$ cat src/rtl/dm_sram_bridge.sv
// Data-side bridge: turns Execute-stage load/store requests into a single outstanding SRAM-like
// transaction, stalls the pipeline while it runs, and returns load data. Optional DM_PERF_CNT_EN.
module dm_sram_bridge #(
    parameter int ADDR_W = 32,
    parameter int DATA_W = 32
) (
    input  logic                  Clk,
    input  logic                  Clr_n,
    input  logic                  exp_flush,
    input  logic                  E_now_exp,
    input  logic                  E_MemReadEnable,
    input  logic [DATA_W/8-1:0]   E_MemWriteEnable,
    input  logic [1:0]            E_MemSize,
    input  logic [ADDR_W-1:0]     E_calLSaddr,
    input  logic [DATA_W-1:0]     E_WriteMemData,
    output logic                  data_sram_req,
    output logic                  data_sram_wr,
    output logic [1:0]            data_sram_size,
    output logic [ADDR_W-1:0]     data_sram_addr,
    output logic [DATA_W/8-1:0]   data_sram_wstrb,
    output logic [DATA_W-1:0]     data_sram_wdata,
    input  logic                  data_sram_addr_ok,
    input  logic                  data_sram_data_ok,
    input  logic [DATA_W-1:0]     data_sram_rdata,
    output logic                  dm_stall,
    output logic [DATA_W-1:0]     M_ReadData,
    output logic                  M_ReadValid
`ifdef DM_PERF_CNT_EN
    ,
    output logic [31:0]           dm_stall_cycles,
    output logic [31:0]           dm_txn_count
`endif
);

    localparam int STRB_W = DATA_W / 8;

    typedef enum logic [1:0] {
        S_IDLE = 2'd0,
        S_REQ  = 2'd1,
        S_WAIT = 2'd2,
        S_DONE = 2'd3
    } state_t;

    state_t              state_reg, state_next;
    logic                drop_reg, drop_next;
    logic [ADDR_W-1:0]   addr_reg;
    logic [DATA_W-1:0]   wdata_reg;
    logic [STRB_W-1:0]   wstrb_reg;
    logic [1:0]          size_reg;
    logic                wr_reg;
    logic [DATA_W-1:0]   rdata_reg;

    logic mem_req;
    logic issue_ok;
    logic is_store;
    logic capture;
    logic drop_eff;
    logic load_ret;

    assign is_store = |E_MemWriteEnable;
    assign mem_req  = E_MemReadEnable | is_store;
    assign issue_ok = mem_req & ~E_now_exp & ~exp_flush;
    assign capture  = (state_reg == S_IDLE) & issue_ok;
    // A flush arriving in the same cycle as data_ok still discards the result.
    assign drop_eff = drop_reg | exp_flush;
    assign load_ret = (state_reg == S_WAIT) & data_sram_data_ok & ~drop_eff & ~wr_reg;

    // State register
    always_ff @(posedge Clk or negedge Clr_n) begin
        if (!Clr_n) begin
            state_reg <= S_IDLE;
            drop_reg  <= 1'b0;
        end else begin
            state_reg <= state_next;
            drop_reg  <= drop_next;
        end
    end

    // Next-state logic
    always_comb begin
        state_next = state_reg;
        drop_next  = drop_reg;
        case (state_reg)
            S_IDLE: begin
                drop_next = 1'b0;
                if (issue_ok)
                    state_next = data_sram_addr_ok ? S_WAIT : S_REQ;
            end
            S_REQ: begin
                if (exp_flush)
                    drop_next = 1'b1;
                if (data_sram_addr_ok)
                    state_next = S_WAIT;
            end
            S_WAIT: begin
                if (data_sram_data_ok) begin
                    state_next = drop_eff ? S_IDLE : S_DONE;
                    drop_next  = 1'b0;
                end else if (exp_flush) begin
                    drop_next = 1'b1;
                end
            end
            S_DONE: begin
                state_next = S_IDLE;
            end
            default: begin
                state_next = S_IDLE;
                drop_next  = 1'b0;
            end
        endcase
    end

    // Request fields are latched on every issue so REQ can replay them and DONE knows load vs store.
    always_ff @(posedge Clk or negedge Clr_n) begin
        if (!Clr_n) begin
            addr_reg  <= '0;
            wdata_reg <= '0;
            wstrb_reg <= '0;
            size_reg  <= 2'd0;
            wr_reg    <= 1'b0;
        end else if (capture) begin
            addr_reg  <= E_calLSaddr;
            wdata_reg <= E_WriteMemData;
            wstrb_reg <= E_MemWriteEnable;
            size_reg  <= E_MemSize;
            wr_reg    <= is_store;
        end
    end

    always_ff @(posedge Clk or negedge Clr_n) begin
        if (!Clr_n)
            rdata_reg <= '0;
        else if (load_ret)
            rdata_reg <= data_sram_rdata;
    end

    assign M_ReadData = rdata_reg;

    // Output logic; everything is forced low while reset is held, even if E presents a request.
    always_comb begin
        data_sram_req   = 1'b0;
        data_sram_wr    = 1'b0;
        data_sram_size  = 2'd0;
        data_sram_addr  = '0;
        data_sram_wstrb = '0;
        data_sram_wdata = '0;
        dm_stall        = 1'b0;
        M_ReadValid     = 1'b0;
        case (state_reg)
            S_IDLE: begin
                if (issue_ok) begin
                    data_sram_req   = 1'b1;
                    data_sram_wr    = is_store;
                    data_sram_size  = E_MemSize;
                    data_sram_addr  = E_calLSaddr;
                    data_sram_wstrb = E_MemWriteEnable;
                    data_sram_wdata = E_WriteMemData;
                end
                dm_stall = issue_ok;
            end
            S_REQ: begin
                data_sram_req   = 1'b1;
                data_sram_wr    = wr_reg;
                data_sram_size  = size_reg;
                data_sram_addr  = addr_reg;
                data_sram_wstrb = wstrb_reg;
                data_sram_wdata = wdata_reg;
                dm_stall        = drop_reg ? mem_req : 1'b1;
            end
            S_WAIT: begin
                dm_stall = drop_reg ? mem_req : 1'b1;
            end
            S_DONE: begin
                M_ReadValid = ~wr_reg;
            end
            default: begin
                dm_stall = 1'b0;
            end
        endcase
        if (!Clr_n) begin
            data_sram_req   = 1'b0;
            data_sram_wr    = 1'b0;
            data_sram_size  = 2'd0;
            data_sram_addr  = '0;
            data_sram_wstrb = '0;
            data_sram_wdata = '0;
            dm_stall        = 1'b0;
            M_ReadValid     = 1'b0;
        end
    end

`ifdef DM_PERF_CNT_EN
    logic [31:0] stall_cnt_reg;
    logic [31:0] txn_cnt_reg;

    always_ff @(posedge Clk or negedge Clr_n) begin
        if (!Clr_n) begin
            stall_cnt_reg <= 32'd0;
            txn_cnt_reg   <= 32'd0;
        end else begin
            if (dm_stall)
                stall_cnt_reg <= stall_cnt_reg + 32'd1;
            if (data_sram_req && data_sram_addr_ok)
                txn_cnt_reg <= txn_cnt_reg + 32'd1;
        end
    end

    assign dm_stall_cycles = stall_cnt_reg;
    assign dm_txn_count    = txn_cnt_reg;
`endif

endmodule
$ cat config.mk
export PLATFORM = sky130hd
export DESIGN_NAME = dm_sram_bridge
export DESIGN_NICKNAME = d
export VERILOG_FILES = /design/src/rtl/dm_sram_bridge.sv
export SDC_FILE = /design/constraint.sdc
export NUM_CORES = 1
export LEC_CHECK = 0
export CORE_ASPECT_RATIO = 1.1
export CORE_MARGIN = 2
export CORE_UTILIZATION = 39
export DETAILED_ROUTE_END_ITERATION = 10
export PLACE_DENSITY = 0.78
export SETUP_SLACK_MARGIN = 0.02
export SLEW_MARGIN = 20
export SYNTH_ARGS = -nofsm -noshare
export SYNTH_HDL_FRONTEND = slang
export SYNTH_SLANG_ARGS = --single-unit
$ cat constraint.sdc
create_clock -name Clk -period 2.1 [get_ports Clk]
set_clock_uncertainty 0.05 [all_clocks]
set_input_delay 0.315 -clock Clk [delete_from_list [all_inputs] [get_ports Clk]]
set_output_delay 0.315 -clock Clk [all_outputs]
set_load 0.01 [all_outputs]
==> results.sh, run 1 <==
export IMPL_syn_avg_cell_area_sq_um=8.95
export IMPL_h_tree_depth=3
export IMPL_grt_pass1_vias=5680
export IMPL_drc=0
export IMPL_hold_viol=0
export IMPL_violations="setup timing"
export IMPL_dieWidth_um=112
export IMPL_grt_pass1_wl_mm=29.2
export IMPL_synthAdderAreaFrac=0.0124
export IMPL_grtUsageTotal=0.269
export IMPL_fin_ws_ps=-380
export IMPL_critPathMaxFanout=6
export IMPL_first_pass_iters=4
export IMPL_synth_xor_area_share=0
export IMPL_ant_nets=0
export IMPL_status="finished, violations left"
export IMPL_ys_warn_count=0
export IMPL_grt_start_max_net_pins=85
export IMPL_drt_total_wl_mm=19.2
export IMPL_cts_tree="done"
export IMPL_drt_iter0_markers=328
export IMPL_leakage_nw=4.88
export IMPL_yosysSeqAreaShare=0.527
export IMPL_gp_congestion=0.842
export IMPL_clk_latency_ps=350
export IMPL_routed_via_density=4.99
export IMPL_synth_flop_cell="dfrtp_1"
export IMPL_fmax_mhz=403
export IMPL_worstSetupPathType="reg -> out"
export IMPL_start_util=0.400
export IMPL_rsz0062_at_grt="yes"
export IMPL_setup_viol=104
export IMPL_io_pins=215
export IMPL_slew_violations=0
export IMPL_fill_cells=807
export IMPL_synth_edf_count=0
export IMPL_grt_ovfl_total=0
export IMPL_postLayoutCellArea_sq_um=9560
export IMPL_fp_dieArea_sq_um=13800
export IMPL_rows=43
export IMPL_cts_buffer_depth=2
export IMPL_synth_top_family_by_area="simple AND/OR/NAND/NOR gates"
export IMPL_layout_common_cells="nand2_1 (215), clkdlybuf4s50_1 (135), buf_4 (124)"
export IMPL_min_path_type="in -> async"
export IMPL_synth_distinct_cells=28
export IMPL_cts_buffers=9
export IMPL_synth_cells=562
export IMPL_min_period_ps=2480
export IMPL_vias=5429
export IMPL_clk_pin_slew_ps=80
export IMPL_placed_area_sq_um=8270
export IMPL_final_layout_size_suffix_gt1_frac=0.478
export IMPL_power_mw=10.5
export IMPL_finalCritPeriodShare=1.18
export IMPL_nets=1040
export IMPL_synthesis_area_sq_um=5030
export IMPL_crit_arrival_ps=2110
export IMPL_die_h_um=123
export IMPL_syn_to_final_growth_pct=90.0
export IMPL_synthMuxAreaShare=0.0982
export IMPL_antenna_found_initial=1
export IMPL_ir_drop_uv=968
export IMPL_maxCapViolCount=0
export IMPL_ys_ff_latch=106
export IMPL_cp_required_ps=1740
export IMPL_endpoint_kind="output pin"
export IMPL_mostFrequentLayoutCell="nand2_1"
export IMPL_clockRootBuffer="clkbuf_16"
export IMPL_coreArea_sq_um=12600
export IMPL_wire_per_inst_um=17.7
export IMPL_cts_sinks=106
export IMPL_yosys_area_share_simple=0.225
export IMPL_relSlewSlack=0.488
export IMPL_synth_compound_area_frac=0.0890
export IMPL_synthArstFlopShare=1.00
export IMPL_worst_pin_slew_ps=769
export IMPL_cp_start_kind="flop"
export IMPL_power_density_nw_per_um2=1090
export IMPL_place_hpwl_mm=11.1
export IMPL_port_buffers=214
export IMPL_syn_num_nets=676
power breakdown:
group / leakage (nW) / switching (mW) / internal [mW] / total (mW)
sequential: 1.31 / 0.586 / 3.00 / 3.59
combinational: 3.43 / 2.44 / 2.76 / 5.20
clock: 0.141 / 0.818 / 0.852 / 1.67
total: 4.88 / 3.84 / 6.61 / 10.5
path summary, 6_finish.rpt:
kind | end | start | slack (ps) | cells after the start
setup / recovery | data_sram_wdata[4] | state_reg[0] | -380 | 10
min in group Clk | wstrb_reg[2] | E_MemWriteEnable[2] | 280 | 4
hold / removal | wdata_reg[21] | Clr_n | 160 | 2
hold reg to reg | wdata_reg[10] | wdata_reg[10] | 430 | 2
max in group asynchronous | addr_reg[28] | Clr_n | 1120 | 3
setup reg to reg | M_ReadData[12] | state_reg[0] | -230 | 8
synthesized netlist by cell type, types with 2 or more instances:
library cell  number  area share
nand2_1          282        0.21
o21ai_0            3      0.0030
a21oi_1           73       0.073
dfrtp_1          106        0.53
buf_12             3       0.012
buf_6              4      0.0090
a22oi_1            2      0.0030
inv_1              5      0.0037
o21a_1             2      0.0030
clkbuf_1          16       0.012
buf_2             10      0.0099
nor2_1             5      0.0037
mux2_2             3      0.0067
ha_1               5       0.012
mux2_4            30       0.090
kinds of logic (layout without fill, tap and decap cells):
family                   count (synthesis)  after routing
buffers and inverters                   39            408
adder cells (fa/ha/maj)                  5              5
other                                    0              1
multiplexers                            34             34
AND/OR/NAND/NOR                        293            293
flip-flops                             106            106
AO/OA/AOI/OAI                           85             85
worst max-delay path, stage by stage, from the launching register on:
cell,delay (ps)
dfrtp_1,400
inv_2,80
ha_4,140
nor3b_4,200
o21a_4,230
buf_12,140
buf_12,120
buf_12,120
nand2_4,50
a21oi_2,130
buf_2,160
metal layers:
metal  up-vias  GRT usage  share of wire
met5         -          0              0
met3        42     0.0368          0.038
li1       2533          -              -
met4         0      0.116          0.031
met2       175      0.503           0.55
met1      2679      0.310           0.39
stage by stage:
step	util	hold slack [ps]	cells	setup TNS, ps	worst slack (ps)
after CTS	0.754	272	1080	-27570	-468
after floorplan	-	-30.6	562	-604	-20.1
after global routing	0.759	223	1089	-34250	-482
final	0.759	158	1089	-24920	-380
after detailed placement	0.657	100	997	-68050	-707
after global placement	0.657	93.7	997	-66970	-692
cell type report:
class                           count  area (sq um)  share of cell area
Multi-Input combinational cell    417          2880               0.301
Clock inverter                      6          46.3             0.00484
Clock buffer                       10           239              0.0250
Sequential cell                   106          2650               0.277
Antenna cell                        1          2.50            0.000262
Tap cell                          157           196              0.0205
Timing Repair Buffer              387          3530               0.369
Inverter                            5          18.8             0.00196
what timing repair did:
action                                  4_1_cts  5_1_grt
cloned                                       12        0
hold buffers                                  1        0
hold endpoints to repair                     22        0
gates resized for setup                     444       33
setup buffers                                56       20
pin swaps                                    58       46
endpoints found under the setup margin      106      105
(Power assumes the default switching activity.)
==> inputs of run 2 (changes only) <==
Settings changed: CORE_MARGIN 2 to unset.
==> results.sh, run 2 (synthesis gave the netlist of run 1 again) <==
export IMPL_status="finished, violations left"
export IMPL_violations="setup timing"
export IMPL_dieWidth_um=110
export IMPL_h_tree_depth=3
export IMPL_grt_pass1_wl_mm=29.4
export IMPL_gp_congestion=0.856
export IMPL_multi_input_area_sq_um=3000
export IMPL_busiest_layer="met2"
export IMPL_gr_usage_met2=0.520
export IMPL_clk_latency_ps=360
export IMPL_syn_to_final_growth_pct=90.8
export IMPL_r2r_end="M_ReadData[14]"
export IMPL_crit_arrival_ps=2210
export IMPL_ir_drop_uv=773
export IMPL_r2r_cells=9
export IMPL_global_route_usage_met3=0.0564
export IMPL_slew_violations=0
export IMPL_postLayoutCoreUtil=0.762
export IMPL_cp_required_ps=1740
export IMPL_worstSetupPathType="reg -> out"
export IMPL_cts_buffers=9
export IMPL_vias=5369
export IMPL_hold_viol=0
export IMPL_globalRouteMet1Util=0.333
export IMPL_grt_start_max_net_pins=50
export IMPL_start_util=0.400
export IMPL_rr_startpoint="state_reg[0]"
export IMPL_drt_iter0_markers=208
export IMPL_cts_buffer_depth=2
export IMPL_grtUsageTotal=0.295
export IMPL_coreArea_sq_um=12600
export IMPL_layout_common_cells="nand2_1 (212), clkdlybuf4s50_1 (135), buf_4 (108)"
export IMPL_nets=1018
export IMPL_min_path_type="in -> async"
export IMPL_worst_pin_slew_ps=963
export IMPL_mostFrequentLayoutCell="nand2_1"
export IMPL_relSlewSlack=0.356
export IMPL_cp_start_kind="flop"
export IMPL_drt_total_wl_mm=19.5
export IMPL_port_buffers=214
export IMPL_wire_per_inst_um=18.2
export IMPL_routed_via_density=5.03
export IMPL_endpoint_kind="output pin"
export IMPL_rsz0062_at_grt="yes"
export IMPL_critPathMaxFanout=5
export IMPL_worstSetupStartpoint="state_reg[0]"
export IMPL_power_density_nw_per_um2=1100
export IMPL_maxCapViolCount=0
export IMPL_clockRootBuffer="clkbuf_16"
export IMPL_finalCritPeriodShare=1.23
export IMPL_fin_ws_ps=-473
export IMPL_min_period_ps=2570
export IMPL_reg2reg_slack_ps=-310
export IMPL_io_pins=215
export IMPL_antenna_found_initial=1
export IMPL_final_layout_size_suffix_gt1_frac=0.470
export IMPL_grt_pass1_vias=5713
export IMPL_place_ws_ps=-696
export IMPL_seq_area_sq_um=2650
export IMPL_leakage_nw=4.91
export IMPL_fmax_mhz=389
export IMPL_grt_ovfl_total=0
export IMPL_ant_nets=0
export IMPL_first_pass_iters=5
export IMPL_power_mw=10.6
export IMPL_setup_viol=105
export IMPL_drc=0
export IMPL_die_h_um=121
export IMPL_rows=43
export IMPL_place_hpwl_mm=10.9
export IMPL_cts_sinks=106
export IMPL_fp_dieArea_sq_um=13400
export IMPL_critPathCapture="data_sram_addr[9]"
export IMPL_fill_cells=841
export IMPL_clk_pin_slew_ps=80
export IMPL_cts_tree="done"
[run 2: how the worst min path moves through the flow]
stage | startpoint | to | slack [ps] | cells after the start
floorplan | Clr_n | M_ReadData[0] | -30 | 0
global placement | Clr_n | wr_reg | 290 | 2
detailed placement | Clr_n | wr_reg | 300 | 2
CTS | Clr_n | state_reg[1] | 130 | 3
global route | Clr_n | state_reg[1] | 160 | 3
finish | Clr_n | state_reg[0] | 130 | 3
[run 2: final cells by class]
class,instances,area share
diodes,2,0.000521
clock inverters,7,0.00847
repair buffers,365,0.356
well taps,157,0.0205
multi-input cells,417,0.313
inverters,5,0.00196
clock buffers,9,0.0235
flip-flops and latches,106,0.276
[run 2: per-layer routing]
layer  share of wire  routed length, um
met4           0.044                856
met3           0.054               1040
met5               0                  0
met1            0.37               7260
met2            0.53              10300
[run 2: worst max-delay path, cell delays in order, from the launching register on]
cell	delay, ps
dfrtp_1	400
inv_2	90
ha_4	130
nor3b_4	250
o21a_4	190
buf_6	100
buf_8	110
buf_12	110
buf_16	120
nand2_2	70
a21oi_2	120
buf_2	140
[run 2: report_power, final]
group | internal [mW] | total, mW | switching [mW]
Sequential | 3.00 | 3.59 | 0.590
Combinational | 2.76 | 5.26 | 2.50
Clock | 0.857 | 1.75 | 0.894
[run 2: repair_timing]
action,4_1_cts,5_1_grt
gates resized for setup,443,49
endpoints found under the hold margin,20,0
pin swaps,67,38
buffers inserted,41,14
gates cloned,15,0
hold buffers,1,0
setup endpoints to repair,105,107
[run 2: per-stage QoR]
stage / cell area [sq um] / std cells / TNS, ps / hold slack (ps)
global placement: 8160 / 984 / -62060 / 292
detailed placement: 8160 / 984 / -65440 / 295
finish: 9600 / 1068 / -37700 / 127
floorplan: 5280 / 562 / -604 / -30.6
CTS: 9320 / 1055 / -31130 / 134
global route: 9600 / 1068 / -45080 / 163
